--- src/rtl/error_checker_ctrl_n.sv ---
// Sequencer for a multi-pass error-accumulation datapath: clears, loads and steps through samples.
// Optional abort input/aborted output enabled by defining ERR_CHK_ABORT_EN.
`timescale 1ns/1ps
module error_checker_ctrl_n #(
  parameter int N_SAMPLES = 150,
  parameter int IDX_W     = 8,
  parameter int WAIT_CYC  = 1,
  parameter int N_PASSES  = 1
) (
  input  logic             clk,
  input  logic             rst,
  input  logic             start,
`ifdef ERR_CHK_ABORT_EN
  input  logic             abort,
  output logic             aborted,
`endif
  output logic             ready,
  output logic             clrErr,
  output logic             ldErr,
  output logic [IDX_W-1:0] idx,
  output logic             pass_end,
  output logic             done
);

  typedef enum logic [2:0] {
    IDLE = 3'd0,
    INIT = 3'd1,
    LOAD = 3'd2,
    STEP = 3'd3,
    WAIT = 3'd4,
    DONE = 3'd5
  } state_t;

  localparam logic [IDX_W-1:0] IDX_LAST  = IDX_W'(N_SAMPLES - 1);
  localparam logic [3:0]       WAIT_LAST = 4'((WAIT_CYC > 0) ? (WAIT_CYC - 1) : 0);
  localparam logic [7:0]       PASS_LAST = 8'(N_PASSES - 1);

  state_t           state_reg, state_next;
  logic [IDX_W-1:0] idx_reg, idx_next;
  logic [7:0]       pass_reg, pass_next;
  logic [3:0]       wcnt_reg, wcnt_next;
  logic             aborted_reg, aborted_next;

  always_ff @(posedge clk or posedge rst) begin
    if (rst) begin
      state_reg   <= IDLE;
      idx_reg     <= '0;
      pass_reg    <= '0;
      wcnt_reg    <= '0;
      aborted_reg <= 1'b0;
    end else begin
      state_reg   <= state_next;
      idx_reg     <= idx_next;
      pass_reg    <= pass_next;
      wcnt_reg    <= wcnt_next;
      aborted_reg <= aborted_next;
    end
  end

  always_comb begin
    state_next   = state_reg;
    idx_next     = idx_reg;
    pass_next    = pass_reg;
    wcnt_next    = wcnt_reg;
    aborted_next = 1'b0;
    case (state_reg)
      IDLE: if (start) state_next = INIT;
      INIT: begin
        idx_next   = '0;
        wcnt_next  = '0;
        state_next = LOAD;
      end
      LOAD: state_next = STEP;
      STEP: begin
        if (idx_reg == IDX_LAST) begin
          if (pass_reg < PASS_LAST) begin
            pass_next  = pass_reg + 8'd1;
            state_next = INIT;
          end else begin
            state_next = DONE;
          end
        end else begin
          idx_next   = idx_reg + IDX_W'(1);
          state_next = (WAIT_CYC > 0) ? WAIT : LOAD;
        end
      end
      WAIT: begin
        if (wcnt_reg == WAIT_LAST) begin
          wcnt_next  = '0;
          state_next = LOAD;
        end else begin
          wcnt_next = wcnt_reg + 4'd1;
        end
      end
      DONE: begin
        pass_next  = '0;
        state_next = IDLE;
      end
      default: begin
        idx_next   = '0;
        pass_next  = '0;
        wcnt_next  = '0;
        state_next = IDLE;
      end
    endcase
`ifdef ERR_CHK_ABORT_EN
    // Abort overrides every transition computed above.
    if (abort && (state_reg != IDLE)) begin
      state_next   = IDLE;
      idx_next     = '0;
      pass_next    = '0;
      wcnt_next    = '0;
      aborted_next = 1'b1;
    end
`endif
  end

  assign ready    = (state_reg == IDLE);
  assign clrErr   = (state_reg == INIT);
  assign ldErr    = (state_reg == LOAD);
  assign done     = (state_reg == DONE);
  assign pass_end = (state_reg == STEP) && (idx_reg == IDX_LAST);
  assign idx      = idx_reg;
`ifdef ERR_CHK_ABORT_EN
  assign aborted  = aborted_reg;
`endif

endmodule

--- config.mk ---
export PLATFORM = sky130hd
export DESIGN_NAME = error_checker_ctrl_n
export DESIGN_NICKNAME = d
export VERILOG_FILES = /design/src/rtl/error_checker_ctrl_n.sv
export SDC_FILE = /design/constraint.sdc
export NUM_CORES = 1
export LEC_CHECK = 0
export CAP_MARGIN = 20
export CORE_MARGIN = 8
export CORE_UTILIZATION = 40
export DETAILED_ROUTE_END_ITERATION = 10
export SYNTH_ARGS = -nofsm -noshare
export SYNTH_HDL_FRONTEND = slang
export SYNTH_SLANG_ARGS = --single-unit
--- constraint.sdc ---
create_clock -name clk -period 1.57 [get_ports clk]
set_input_delay 0.157 -clock clk [delete_from_list [all_inputs] [get_ports clk]]
set_output_delay 0.157 -clock clk [all_outputs]
set_load 0.005 [all_outputs]
==> results.cfg, run 1 <==
[status]
outcome = completed

[routing]
ant_nets = 0
vias = 998
routedWlPerCell_um = 14.5
drc_errors = 0
drtIter0Drc = 46
dr.pass1.iters = 4
wirelength_um = 2680
viasPerCell = 5.39

[clock_tree]
clk_latency_ns = 0.29
cts_tree = done
holdBufCountCts = 0
numCtsBuffers = 3
clockBufferDepth = 2
cts_sinks = 15
clk_pin_slew_ns = 0.09
root_buffer = clkbuf_4
htreeDepth = 1

[logic_synthesis]
synth_commonest_cells = dfrtp_1, nand2_1, nor2_1, nand3_1
netlist_area_um2 = 960
yosysWarnings = 0
synth_top_area_share_pct = 39.1
synth_most_common_cell = dfrtp_1
synth-edff-count = 0
synthArstFlopShare_pct = 100
seq_area_frac_synth_pct = 39.1
synth_cell_type_count = 37
synth_ff_type = dfrtp_1
synth_top_cell_by_area = dfrtp_1
syn_inst = 113
syn-num-nets = 120
avgSynthCellArea_um2 = 8.49
synth_area_leaders = dfrtp_1, nand3_1, ha_1
ys_seq_elements = 15

[floorplanning]
initial_core_util_pct = 43.0
die_h_um = 65.0
ioPinCount = 16
dieArea_um2 = 4220
placementRows = 17
die_x_um = 65.0
core_um2 = 2230

[finish]
seq_area_um2 = 380
fillCellCount = 195
syn2layout_area_growth_pct = 43.3
fin_util_pct = 61.6
nets = 165
diodes = 0
multiInputGateArea_um2 = 554
largest_reg_flops = 8
layout-drive-gt1-share_pct = 29.3

[min_path]
holdCritPathClass = input pin to async pin

[global_routing]
grt_pass1_wl_um = 4580
first_global_vias = 982
antenna_found_initial = 0
grt_overflow_total = 0
grt_util_met3_pct = 4.47
use_met1_pct = 16.7
grt_max_degree = 16
busiest_layer = met2
track_usage_pct = 13.3
grtUsageMet2_pct = 21.4

[placement]
dp_hpwl_um = 1890
io_buffers = 15
globalplace.congestion = 0.810

[critical_path]
rrSetupSlack_ns = 0.07
timing.rr.start = idx[2]
endpoint_kind = output port
regToRegEndpoint = idx[7]
worstRegToRegCells = 5
crit_end = clrErr
worstPathArrival_ns = 1.35
critPathKind = register to output port
cp.required_ns = 1.41
worstSetupStartpointType = register
crit_path_max_fanout = 4
startpoint = state_reg[1]

[timing]
skew_ns = 0.00102
fmax_ghz = 0.662
worst_slew_pin_slew_ns = 0.277
relSlewSlack_pct = 81.3
holdWs_ns = 0.172
finalCritPeriodShare_pct = 96.3
rsz0062_at_grt = no
hold_viol = 0
setup_viol = 0
finalCriticalPeriod_ns = 1.51
drv_slew = 0
fin_setup_tns_ns = 0

[power]
power.leakage_uw = 0.000629
irDropWorstVdd_mv = 1.04
p_per_area_nw_per_um2 = 1370

[run]
max_cap_violations = 0
cells by family after synthesis:
| family | after synthesis | synth area share, % |
|---|---|---|
| simple gates | 58 | 31.4 |
| mux | 3 | 3.39 |
| xor+xnor | 2 | 1.83 |
| buf+inv | 9 | 3.91 |
| flops | 15 | 39.1 |
| compound gates | 22 | 15.1 |
| fa+ha+maj | 4 | 5.22 |
critical path: stages, from the launching register on:
cell and delay (ns):
dfrtp_2 0.42, buf_4 0.15, nand2b_1 0.16, nor2_2 0.12
clkdlybuf4s15_1 0.21
cells in the final DEF (no fill, tap or decap), types with 2 or more instances in the layout:
master,n
mux2_2,2
a21o_1,2
clkdlybuf4s50_1,10
a21oi_1,4
nand3_1,11
clkdlybuf4s15_1,2
nor2_2,2
inv_1,5
or4_1,2
and2_1,3
dfrtp_2,4
dfrtp_1,11
o21ai_1,2
nand2_1,13
o21ai_0,4
nor2_1,11
nand2b_1,5
clkbuf_4,3
ha_1,4
buf_4,28
o22ai_1,3
layer usage:
layer,routed length [µm],vias to the layer above,part of all wire (%)
met3,160,2,6.0
met5,0,-,0
met1,1250,476,47
li1,-,491,-
met4,12,0,0.45
met2,1260,29,47
stage by stage:
stage | cells | setup WS (ns) | instance area (µm²) | total power [µW]
after global routing | 185 | 0.000442 | 1380 | 2010
after global placement | 171 | 0.0686 | 1270 | 1470
after detailed placement | 171 | 0.0487 | 1270 | 1470
final | 185 | 0.0586 | 1380 | 1880
after CTS | 183 | 0.00422 | 1370 | 1820
after floorplan | 113 | 0.195 | 960 | 1030
worst min-delay path by stage:
stage | from | end | slack, ns | cells past startpoint
2_1_floorplan | rst | idx[0] | 0.06 | 1
3_3_place_gp | rst | wcnt_reg[0] | 0.48 | 3
3_5_place_dp | rst | wcnt_reg[0] | 0.49 | 3
4_1_cts | rst | idx[2] | 0.18 | 3
5_1_grt | rst | wcnt_reg[0] | 0.20 | 3
6_report | rst | idx[6] | 0.17 | 3
report_power, final:
part,internal [µW],total (µW),switching (µW)
clock network,98.8,228,129
registers,457,535,78.1
logic,595,1120,523
final cells by class:
| class | instances | share of cell area, % |
|---|---|---|
| Clock buffer | 4 | 1.91 |
| Tap cell | 28 | 2.55 |
| Inverter | 5 | 1.36 |
| Timing Repair Buffer | 44 | 26.2 |
| Sequential cell | 15 | 27.7 |
| Multi-Input combinational cell | 89 | 40.3 |
timing repair:
| item | CTS | global route |
|---|---|---|
| endpoints found under the setup margin | 5 | 2 |
| resized for setup | 14 | 6 |
| buffers inserted | 8 | 2 |
| pin swaps | 1 | 1 |
Power figures use the tool's default switching activity.
==> run 2: changes to the inputs <==
--- a/config.mk
+++ b/config.mk
@@ -9,6 +9,7 @@
 export CORE_MARGIN = 8
 export CORE_UTILIZATION = 40
 export DETAILED_ROUTE_END_ITERATION = 10
+export MAX_ROUTING_LAYER = met4
 export SYNTH_ARGS = -nofsm -noshare
 export SYNTH_HDL_FRONTEND = slang
 export SYNTH_SLANG_ARGS = --single-unit
==> results.cfg, run 2 (synthesis gave the netlist of run 1 again) <==
[critical_path]
cp.required_ns = 1.41
endpoint_kind = output port
critPathKind = register to output port
worstRegToRegCells = 5
crit_family = flip-flops
crit_path_max_fanout = 4
worstPathArrival_ns = 1.35
worstSetupStartpointType = register
cp_num_buf_inv = 2
regToRegEndpoint = idx[7]
slowest_delay_ns = 0.42
rrSetupSlack_ns = 0.07
timing.rr.start = idx[2]
path_cells = buf_4 -> nand2b_1 -> nor2_2 -> clkdlybuf4s15_1
slowest_stage = dfrtp_2

[placement]
globalplace.congestion = 0.822
dp_hpwl_um = 1890
io_buffers = 15
place_ws_ns = 0.0487

[timing]
drv_slew = 0
skew_ns = 0.000631
rsz0062_at_grt = no
relSlewSlack_pct = 81.3
worst_slew_pin_slew_ns = 0.277
setup_viol = 0
finalCritPeriodShare_pct = 96.0
finalCriticalPeriod_ns = 1.51
fin_setup_tns_ns = 0
finalWorstSetupSlack_ns = 0.0631
fmax_ghz = 0.664
hold_viol = 0

[power]
seqPwrFrac_pct = 28.5
p_clk_share_pct = 12.1
irDropWorstVdd_mv = 1.03
switchingPower_uw = 727
share_comb_of_total_power_pct = 59.4
power.leakage_uw = 0.000629
switching_share_pct = 38.7
p_per_area_nw_per_um2 = 1370
power.internal_uw = 1150

[clock_tree]
cts_tree = done
cts_sinks = 15
numCtsBuffers = 3
clockBufferDepth = 2
clk_pin_slew_ns = 0.09
clk_latency_ns = 0.29
root_buffer = clkbuf_4
htreeDepth = 1

[finish]
fillCellCount = 195
layout-drive-gt1-share_pct = 29.3
final_common_cell = buf_4
diodes = 0
layout_common_cells = buf_4, nand2_1, nand3_1, nor2_1, dfrtp_1
largest_reg_flops = 8
syn2layout_area_growth_pct = 43.3
nets = 165

[routing]
wirelength_um = 2670
drtIter0Drc = 45
ant_nets = 0
dr.pass1.iters = 4
vias = 998
drc_errors = 0
routedWlPerCell_um = 14.4
viasPerCell = 5.39

[global_routing]
track_usage_pct = 13.7
first_global_vias = 987
antenna_found_initial = 0
grt_max_degree = 16
grt_overflow_total = 0
grt_pass1_wl_um = 4590

[floorplanning]
dieArea_um2 = 4220
placementRows = 17
initial_core_util_pct = 43.0
core_um2 = 2230
ioPinCount = 16
die_x_um = 65.0
die_h_um = 65.0

[status]
outcome = completed

[min_path]
holdCritPathClass = input pin to async pin

[run]
max_cap_violations = 0
## run 2: cell counts in the layout (fill, tap and decap cells not counted)
Identical to the previous run, type by type.
## run 2: routing by layer
| metal | up-vias | part of all wire (%) | routed length [µm] | global-route usage [%] |
|---|---|---|---|---|
| li1 | 492 | - | - | - |
| met1 | 476 | 47 | 1250 | 16.7 |
| met2 | 28 | 47 | 1250 | 21.5 |
| met3 | 2 | 5.9 | 156 | 4.47 |
| met4 | 0 | 0.45 | 12 | 3.27 |
| met5 | - | 0 | 0 | - |
## run 2: area by class of cell
cell class / count / area, µm² / share of cell area (%)
inverter: 5 / 18.8 / 1.36
tap: 28 / 35.0 / 2.55
multi-input combinational: 89 / 554 / 40.3
clock buffer: 4 / 26.3 / 1.91
sequential: 15 / 380 / 27.7
timing repair buffer: 44 / 360 / 26.2
## run 2: worst max-delay path by stage
stage                          end  cells past startpoint    startpoint  slack [ns]
after floorplan             idx[7]                      4        idx[2]        0.19
after global placement        done                      3  state_reg[0]        0.07
after detailed placement  pass_end                      4        idx[3]        0.05
after CTS                   clrErr                      4  state_reg[1]       0.004
after global routing          done                      4  state_reg[1]      0.0004
final                       clrErr                      4  state_reg[1]        0.06
## run 2: per-stage QoR
step           power (µW)  cells  hold slack [ns]  utilization (%)  cell area [µm²]
4_1_cts              1820    183            0.178             61.2             1370
3_3_place_gp         1470    171            0.485             56.8             1270
2_1_floorplan        1030    113           0.0585                -              960
3_5_place_dp         1470    171            0.487             56.8             1270
5_1_grt              2010    185            0.204             61.6             1380
6_report             1880    185            0.172             61.6             1380
## run 2: power groups by stage
stage / combinational, µW / sequential (µW) / clock, µW
5_1_grt: 1220 / 541 / 247
4_1_cts: 1040 / 536 / 235
6_report: 1120 / 535 / 227
3_5_place_dp: 916 / 557 / 0
3_3_place_gp: 914 / 554 / 0
2_1_floorplan: 498 / 527 / 0
## run 2: timing repair
item,CTS,global route
setup buffers,8,2
gates resized for setup,14,6
pin swaps,1,1
setup endpoints to repair,5,2
hold endpoints to repair,0,0
hold buffers,0,0
gates cloned,0,0
## run 2: worst min-delay path: stages
cell	delay, ns
clkdlybuf4s50_1	0.40
inv_1	0.05
buf_4	0.23
